[src/rtl/ldpc_pkg.sv]
// Shared LDPC definitions: decode status codes, loader FSM states and default sizes.
package ldpc_pkg;

  localparam int unsigned LDPC_WIDTH = 20;
  localparam int unsigned LDPC_N     = 6;

  localparam logic [1:0] ST_CONV  = 2'b10;
  localparam logic [1:0] ST_MAXIT = 2'b01;
  localparam logic [1:0] ST_ERR   = 2'b11;

  typedef enum logic [2:0] {
    StLoad,
    StDrop,
    StStart,
    StRun,
    StOut
  } loader_state_e;

endpackage

[src/rtl/llr_frame_loader_sat.sv]
// Sign-extend a channel sample, shift it left and clamp it symmetrically to a WIDTH-bit LLR.
module llr_sat_scale #(
  parameter int unsigned WIDTH     = 20,
  parameter int unsigned SAMPLE_W  = 8,
  parameter int unsigned LLR_SHIFT = 4
) (
  input  logic signed [SAMPLE_W-1:0] i_sample,
  output logic signed [WIDTH-1:0]    o_llr
);

  // Wide enough that the shift itself can never wrap before the clamp sees it.
  localparam int unsigned CALC_W = (SAMPLE_W + LLR_SHIFT > WIDTH + 1) ?
                                   SAMPLE_W + LLR_SHIFT : WIDTH + 1;
  localparam logic signed [CALC_W-1:0] MAX_POS = CALC_W'((64'd1 << (WIDTH - 1)) - 64'd1);
  localparam logic signed [CALC_W-1:0] MIN_NEG = -MAX_POS;

  logic signed [CALC_W-1:0] w_ext;
  logic signed [CALC_W-1:0] w_shift;

  assign w_ext   = {{(CALC_W - SAMPLE_W){i_sample[SAMPLE_W-1]}}, i_sample};
  assign w_shift = w_ext <<< LLR_SHIFT;

  always_comb begin
    o_llr = w_shift[WIDTH-1:0];
    if (w_shift > MAX_POS) begin
      o_llr = MAX_POS[WIDTH-1:0];
    end else if (w_shift < MIN_NEG) begin
      o_llr = MIN_NEG[WIDTH-1:0];
    end
  end

endmodule

[src/rtl/llr_frame_loader.sv]
// Frame sequencer: loads N scaled LLRs, pulses the decoder reset, waits for done and
// returns the hard decision, status and iteration count on a valid/ready port.
module llr_frame_loader
  import ldpc_pkg::*;
#(
  parameter int unsigned WIDTH       = LDPC_WIDTH,
  parameter int unsigned N           = LDPC_N,
  parameter int unsigned SAMPLE_W    = 8,
  parameter int unsigned LLR_SHIFT   = 4,
  parameter int unsigned TIMEOUT_CYC = 1024
) (
  input  logic                  clk,
  input  logic                  rst,
  input  logic                  s_valid,
  output logic                  s_ready,
  input  logic [SAMPLE_W-1:0]   s_data,
  input  logic                  s_last,
  input  logic [WIDTH-1:0]      cfg_max_iter,
  output logic [N*WIDTH-1:0]    dec_llrs,
  output logic [WIDTH-1:0]      dec_max_iter,
  output logic                  dec_rst,
  input  logic [1:0]            dec_done,
  input  logic [N-1:0]          dec_result,
  input  logic [WIDTH-1:0]      dec_iter,
  output logic                  m_valid,
  input  logic                  m_ready,
  output logic [N-1:0]          m_cw,
  output logic [1:0]            m_status,
  output logic [WIDTH-1:0]      m_iter
);

  localparam int unsigned KW = (N > 1) ? $clog2(N) : 1;
  localparam int unsigned TW = (TIMEOUT_CYC > 1) ? $clog2(TIMEOUT_CYC) : 1;
  localparam logic [KW-1:0] K_LAST = KW'(N - 1);
  localparam logic [TW-1:0] T_LAST = TW'(TIMEOUT_CYC - 1);

  loader_state_e     r_state, w_state;
  logic [KW-1:0]     r_k, w_k;
  logic              r_start, w_start;
  logic [TW-1:0]     r_tmo, w_tmo;
  logic [WIDTH-1:0]  r_llrs [N];
  logic [WIDTH-1:0]  r_max_iter;
  logic [N-1:0]      r_cw, w_cw;
  logic [1:0]        r_status, w_status;
  logic [WIDTH-1:0]  r_iter, w_iter;
  logic              w_beat;
  logic              w_load_beat;
  logic [WIDTH-1:0]  w_llr;

  llr_sat_scale #(
    .WIDTH    (WIDTH),
    .SAMPLE_W (SAMPLE_W),
    .LLR_SHIFT(LLR_SHIFT)
  ) u_scale (
    .i_sample(s_data),
    .o_llr   (w_llr)
  );

  assign s_ready      = ~rst & ((r_state == StLoad) | (r_state == StDrop));
  assign w_beat       = s_valid & s_ready;
  assign w_load_beat  = w_beat & (r_state == StLoad);
  assign dec_rst      = rst | (r_state == StStart);
  assign dec_max_iter = r_max_iter;
  assign m_valid      = (r_state == StOut);
  assign m_cw         = r_cw;
  assign m_status     = r_status;
  assign m_iter       = r_iter;

  for (genvar g = 0; g < N; g++) begin : g_llr_bus
    assign dec_llrs[g*WIDTH +: WIDTH] = r_llrs[g];
  end

  always_comb begin
    w_state  = r_state;
    w_k      = r_k;
    w_start  = r_start;
    w_tmo    = r_tmo;
    w_cw     = r_cw;
    w_status = r_status;
    w_iter   = r_iter;
    unique case (r_state)
      StLoad: begin
        if (w_beat) begin
          if (r_k == K_LAST) begin
            w_k     = '0;
            w_start = 1'b0;
            w_state = s_last ? StStart : StDrop;
          end else if (s_last) begin
            w_k      = '0;
            w_state  = StOut;
            w_cw     = '0;
            w_status = ST_ERR;
            w_iter   = '0;
          end else begin
            w_k = r_k + 1'b1;
          end
        end
      end
      StDrop: begin
        if (w_beat && s_last) begin
          w_state  = StOut;
          w_cw     = '0;
          w_status = ST_ERR;
          w_iter   = '0;
        end
      end
      StStart: begin
        // Two-cycle decoder reset pulse; r_start marks the second cycle.
        if (r_start) begin
          w_start = 1'b0;
          w_tmo   = '0;
          w_state = StRun;
        end else begin
          w_start = 1'b1;
        end
      end
      StRun: begin
        w_tmo = r_tmo + 1'b1;
        // r_tmo == 0 is the first RUN cycle, where a stale done is ignored.
        if ((r_tmo != '0) && (dec_done != 2'b00)) begin
          w_state  = StOut;
          w_cw     = dec_result;
          w_status = dec_done;
          w_iter   = dec_iter;
        end else if (r_tmo == T_LAST) begin
          w_state  = StOut;
          w_cw     = '0;
          w_status = ST_ERR;
          w_iter   = '0;
        end
      end
      StOut: begin
        if (m_ready) begin
          w_state = StLoad;
          w_k     = '0;
        end
      end
      default: begin
        w_state = StLoad;
        w_k     = '0;
      end
    endcase
  end

  always_ff @(posedge clk) begin
    if (rst) begin
      r_state    <= StLoad;
      r_k        <= '0;
      r_start    <= 1'b0;
      r_tmo      <= '0;
      r_max_iter <= '0;
      r_cw       <= '0;
      r_status   <= '0;
      r_iter     <= '0;
      for (int i = 0; i < int'(N); i++) begin
        r_llrs[i] <= '0;
      end
    end else begin
      r_state  <= w_state;
      r_k      <= w_k;
      r_start  <= w_start;
      r_tmo    <= w_tmo;
      r_cw     <= w_cw;
      r_status <= w_status;
      r_iter   <= w_iter;
      if (w_load_beat) begin
        r_llrs[r_k] <= w_llr;
        if (r_k == '0) begin
          r_max_iter <= cfg_max_iter;
        end
      end
    end
  end

endmodule

[config.mk]
export PLATFORM = sky130hd
export DESIGN_NAME = llr_frame_loader
export DESIGN_NICKNAME = d
export VERILOG_FILES = /design/src/rtl/ldpc_pkg.sv /design/src/rtl/llr_frame_loader_sat.sv /design/src/rtl/llr_frame_loader.sv
export SDC_FILE = /design/constraint.sdc
export NUM_CORES = 1
export LEC_CHECK = 0
export CAP_MARGIN = 20
export CORE_ASPECT_RATIO = 1.5
export CORE_MARGIN = 10
export CORE_UTILIZATION = 51
export DETAILED_ROUTE_END_ITERATION = 16
export PLACE_DENSITY = 0.95
export SETUP_SLACK_MARGIN = 0.1
export SLEW_MARGIN = 20
export SYNTH_ARGS = -nofsm -noshare
export SYNTH_HDL_FRONTEND = slang
export SYNTH_HIERARCHICAL = 1
export SYNTH_SLANG_ARGS = --single-unit
[constraint.sdc]
create_clock -name clk -period 4.6 [get_ports clk]
set_clock_uncertainty 0.05 [all_clocks]
set_input_delay 1.15 -clock clk [delete_from_list [all_inputs] [get_ports clk]]
set_output_delay 1.15 -clock clk [all_outputs]
set_load 0.03 [all_outputs]
==> impl_results.md <==
* Crit. End Element: output pin
* Mapped Cells at around 600
* Crit share post-route at between 70% and 80%
* Worst path depth at 3
* Crit path time final at roughly 3.7 ns
* Hold Path Class: flop to flop
* Worst-case clock buffer depth at 2
* Unrepaired setup endpoints after global routing: false
* Initial antenna violation count at 0
* Nets at ~900
* Router iterations before antenna repair at 7
* R2R cell count at 5
* Power per cell area at ~380 nW/µm²
* Total CTS buffers at 17
* Worst Max-Slew Pin Slew at between 1 and 1.5 ns
* Async S/R FF share, synth at 0%
* Total GRT Usage at between 20% and 30%
* Worst EP arrival at between 2 and 2.5 ns
* Hpwl dp at 15000 µm
* Data required time of the critical path at between 3 and 4 ns
* Crit-path max cell delay at about 0.67 ns
* I/O Pins at ~230
* Starting Density at between 50 and 60%
* Final GP Congestion at 0.860
* DR vias at roughly 5400
* Crit Path Class: input pin to output pin
* Clock slew at reported path FFs at approximately 0.070 ns
* Slew headroom at between 20% and 30%
* Htree depth at 4
* Root Driver: clkbuf_16
* CTS tree: built
* Slowest-stage cell, CP: clkdlybuf4s50_1
* Startpoint Class: input pin
* DRT iter0 DRCs at between 400 and 500
* DRC viols at 0
* Fillers at around 860
* Cts hold-fix bufs at 0
* Row cnt at 52
* Setup-failing EPs final at 0
* Min-Delay Path Depth at 2
* Worst path cell trace: buf_2, a21o_1, clkdlybuf4s50_1
* Final cell utilization of the core at roughly 73%
* GRT overflow at 0
* # Post-CTS Setup Buffers at 0
* CTS sink cnt at around 190
* Die height at between 150 and 200 µm
* Largest net degree at the start of global routing at 35
* Vias/cell at between 5 and 6
* Crit path buffers/inverters at 2
* Final Hold Vio Count at 0
* Setup TNS Final at 0 ns
* First-pass GRT wire length at just over 30000 µm
* Delay-heaviest family, CP: buffers and inverters
* Warnings, synthesis at 6
* Die area at 19200 µm²
* Seq/Total Area, Yosys at between 60 and 70%
* Vias in the first global route at about 5400
* Status: completed
* Post-Syn Area at roughly 7100 µm²
* Ys flop type: edfxtp_1
* Distinct cells, synth at 51
* Antenna Cells at 0
* Die Wd at between 100 and 150 µm
* Final WL at around 21000 µm
* Area Overhead vs Synth at 39.8%
* Final Slew Violations at 0
* Core area at 13600 µm²
* Hold Slack at about 0.40 ns
* Ratio of cells with drive above 1 in the final layout at 6.70%
* Max Clk Rate at approximately 0.27 GHz
* CP Max Fanout at 34
* Detail Route Antenna Nets at 0
* Routed WL per cell at 21.1 µm
* Worst-Skew Late Latency at 0.42 ns
* Leak at ~3.7 nW
* Synth Register Bits at 185
* Port Buf Inserts at about 230
* Mean Syn Cell Area at 11.8 µm²
* Post-CTS sizing at 0
* EDFF count, synth at 120
* Total of max-cap violations at 0
* Maximum VDD drop at about 0.00028 V
-- layer usage --
| metal | track usage (%) | part of all wire (%) | up-vias |
|---|---|---|---|
| met2 | 39.8 | 56 | 254 |
| met1 | 20.8 | 33 | 2611 |
| met3 | 4.61 | 7.0 | 50 |
| li1 | - | - | 2465 |
| met5 | 0 | 0 | - |
| met4 | 11.6 | 4.0 | 0 |
-- sequential cells by signal, summed over array words and instances (netlist names) --
register / count
r_state: 3
m_status: 2
dec_max_iter: 20
m_iter: 20
r_tmo: 10
m_cw: 6
r_k: 3
r_llrs: 120
r_start: 1
-- final cells by class --
class	count	area, µm²	area share (%)
well taps	162	203	2.04
repair buffers	238	2360	23.7
inverters	27	101	1.02
multi-input cells	339	1790	18.0
clock buffers	18	429	4.32
clock inverters	14	155	1.56
flip-flops and latches	185	4900	49.3
-- power breakdown --
part / internal (mW) / total, mW / switching, mW / leakage (nW)
registers: 1.83 / 1.86 / 0.0275 / 1.77
logic: 0.170 / 0.437 / 0.268 / 1.66
clock network: 0.771 / 1.44 / 0.673 / 0.277
-- worst reg2reg max path: cells and delay by family, from the launching register on --
kind / cells / cell delay (ns)
simple gates: 3 / 1.01
compound gates: 1 / 0.57
flops: 1 / 0.44
buf+inv: 1 / 0.26
-- cells in the mapped netlist (2+ instances only) --
cell type | n | area share, %
nor2_1 | 118 | 6.2
o21ai_0 | 4 | 0.28
edfxtp_1 | 120 | 51
and2_1 | 2 | 0.18
a41oi_1 | 2 | 0.25
nand2_1 | 76 | 4.0
ha_1 | 5 | 0.88
nand2b_1 | 6 | 0.53
a21o_1 | 2 | 0.21
nor3_1 | 7 | 0.49
buf_2 | 6 | 0.42
clkbuf_1 | 22 | 1.2
nand3b_1 | 3 | 0.32
o21a_1 | 3 | 0.32
a311oi_1 | 5 | 0.62
and3b_1 | 2 | 0.25
dfxtp_1 | 65 | 18
buf_6 | 3 | 0.47
a21oi_1 | 33 | 2.3
a22o_1 | 24 | 3.0
nand3_1 | 9 | 0.63
nor3b_1 | 2 | 0.21
and3_1 | 2 | 0.18
inv_1 | 27 | 1.4
a22o_2 | 2 | 0.28
and3_2 | 2 | 0.21
a211oi_1 | 2 | 0.21
nor4_2 | 2 | 0.35
a31oi_1 | 2 | 0.18
buf_4 | 24 | 2.5
-- path summary, 6_finish.rpt --
check | start | to | slack [ns]
max | rst | dec_rst | 0.94
max reg2reg | r_state[2]$_SDFFE_PP0P_ | r_llrs[4][9]$_SDFFCE_PN0P_ | 2.00
min reg2reg | dec_max_iter[17]$_SDFFE_PP0P_ | dec_max_iter[17]$_SDFFE_PP0P_ | 0.40
min | dec_max_iter[17]$_SDFFE_PP0P_ | dec_max_iter[17]$_SDFFE_PP0P_ | 0.40
-- metrics by stage --
stage | instance area (µm²) | setup slack, ns | instances | total power [mW]
after global placement | 9360 | 0.934 | 951 | 2.32
final | 9940 | 0.937 | 983 | 3.74
after detailed placement | 9360 | 0.920 | 951 | 2.33
after global routing | 9940 | 0.849 | 983 | 3.84
after floorplan | 7120 | 1.25 | 606 | 2.13
after CTS | 9940 | 0.913 | 983 | 3.75
-- placed cells by master (no fill, tap or decap), drive strengths merged, types with 2 or more instances in the layout --
cell and instances:
and2b 2, clkdlybuf4s50 230, a22o 26, o31a 2, nor2 118, and2 2, clkbuf 18, o21a 3
and3b 2, a41oi 2, buf 8, nand3b 3, nand2b 6, a31oi 2, clkinvlp 3, dfxtp 65
inv 34, edfxtp 120, a21oi 34, nand2 77, a21o 2, clkinv 3, conb 4, a211oi 2
a311oi 5, and3 4, nor3b 2, o21ai 4, nand3 9, nor3 7, nor4 4, ha 5
-- cell families after synthesis --
family	after synthesis	synth area share, %
buf+inv	82	6.02
flops	185	69.0
other cells	1	0.0527
fa+ha+maj	5	0.880
simple gates	240	14.8
compound gates	89	9.13
mux	1	0.158
No activity file was read; power rests on OpenSTA's default activity.
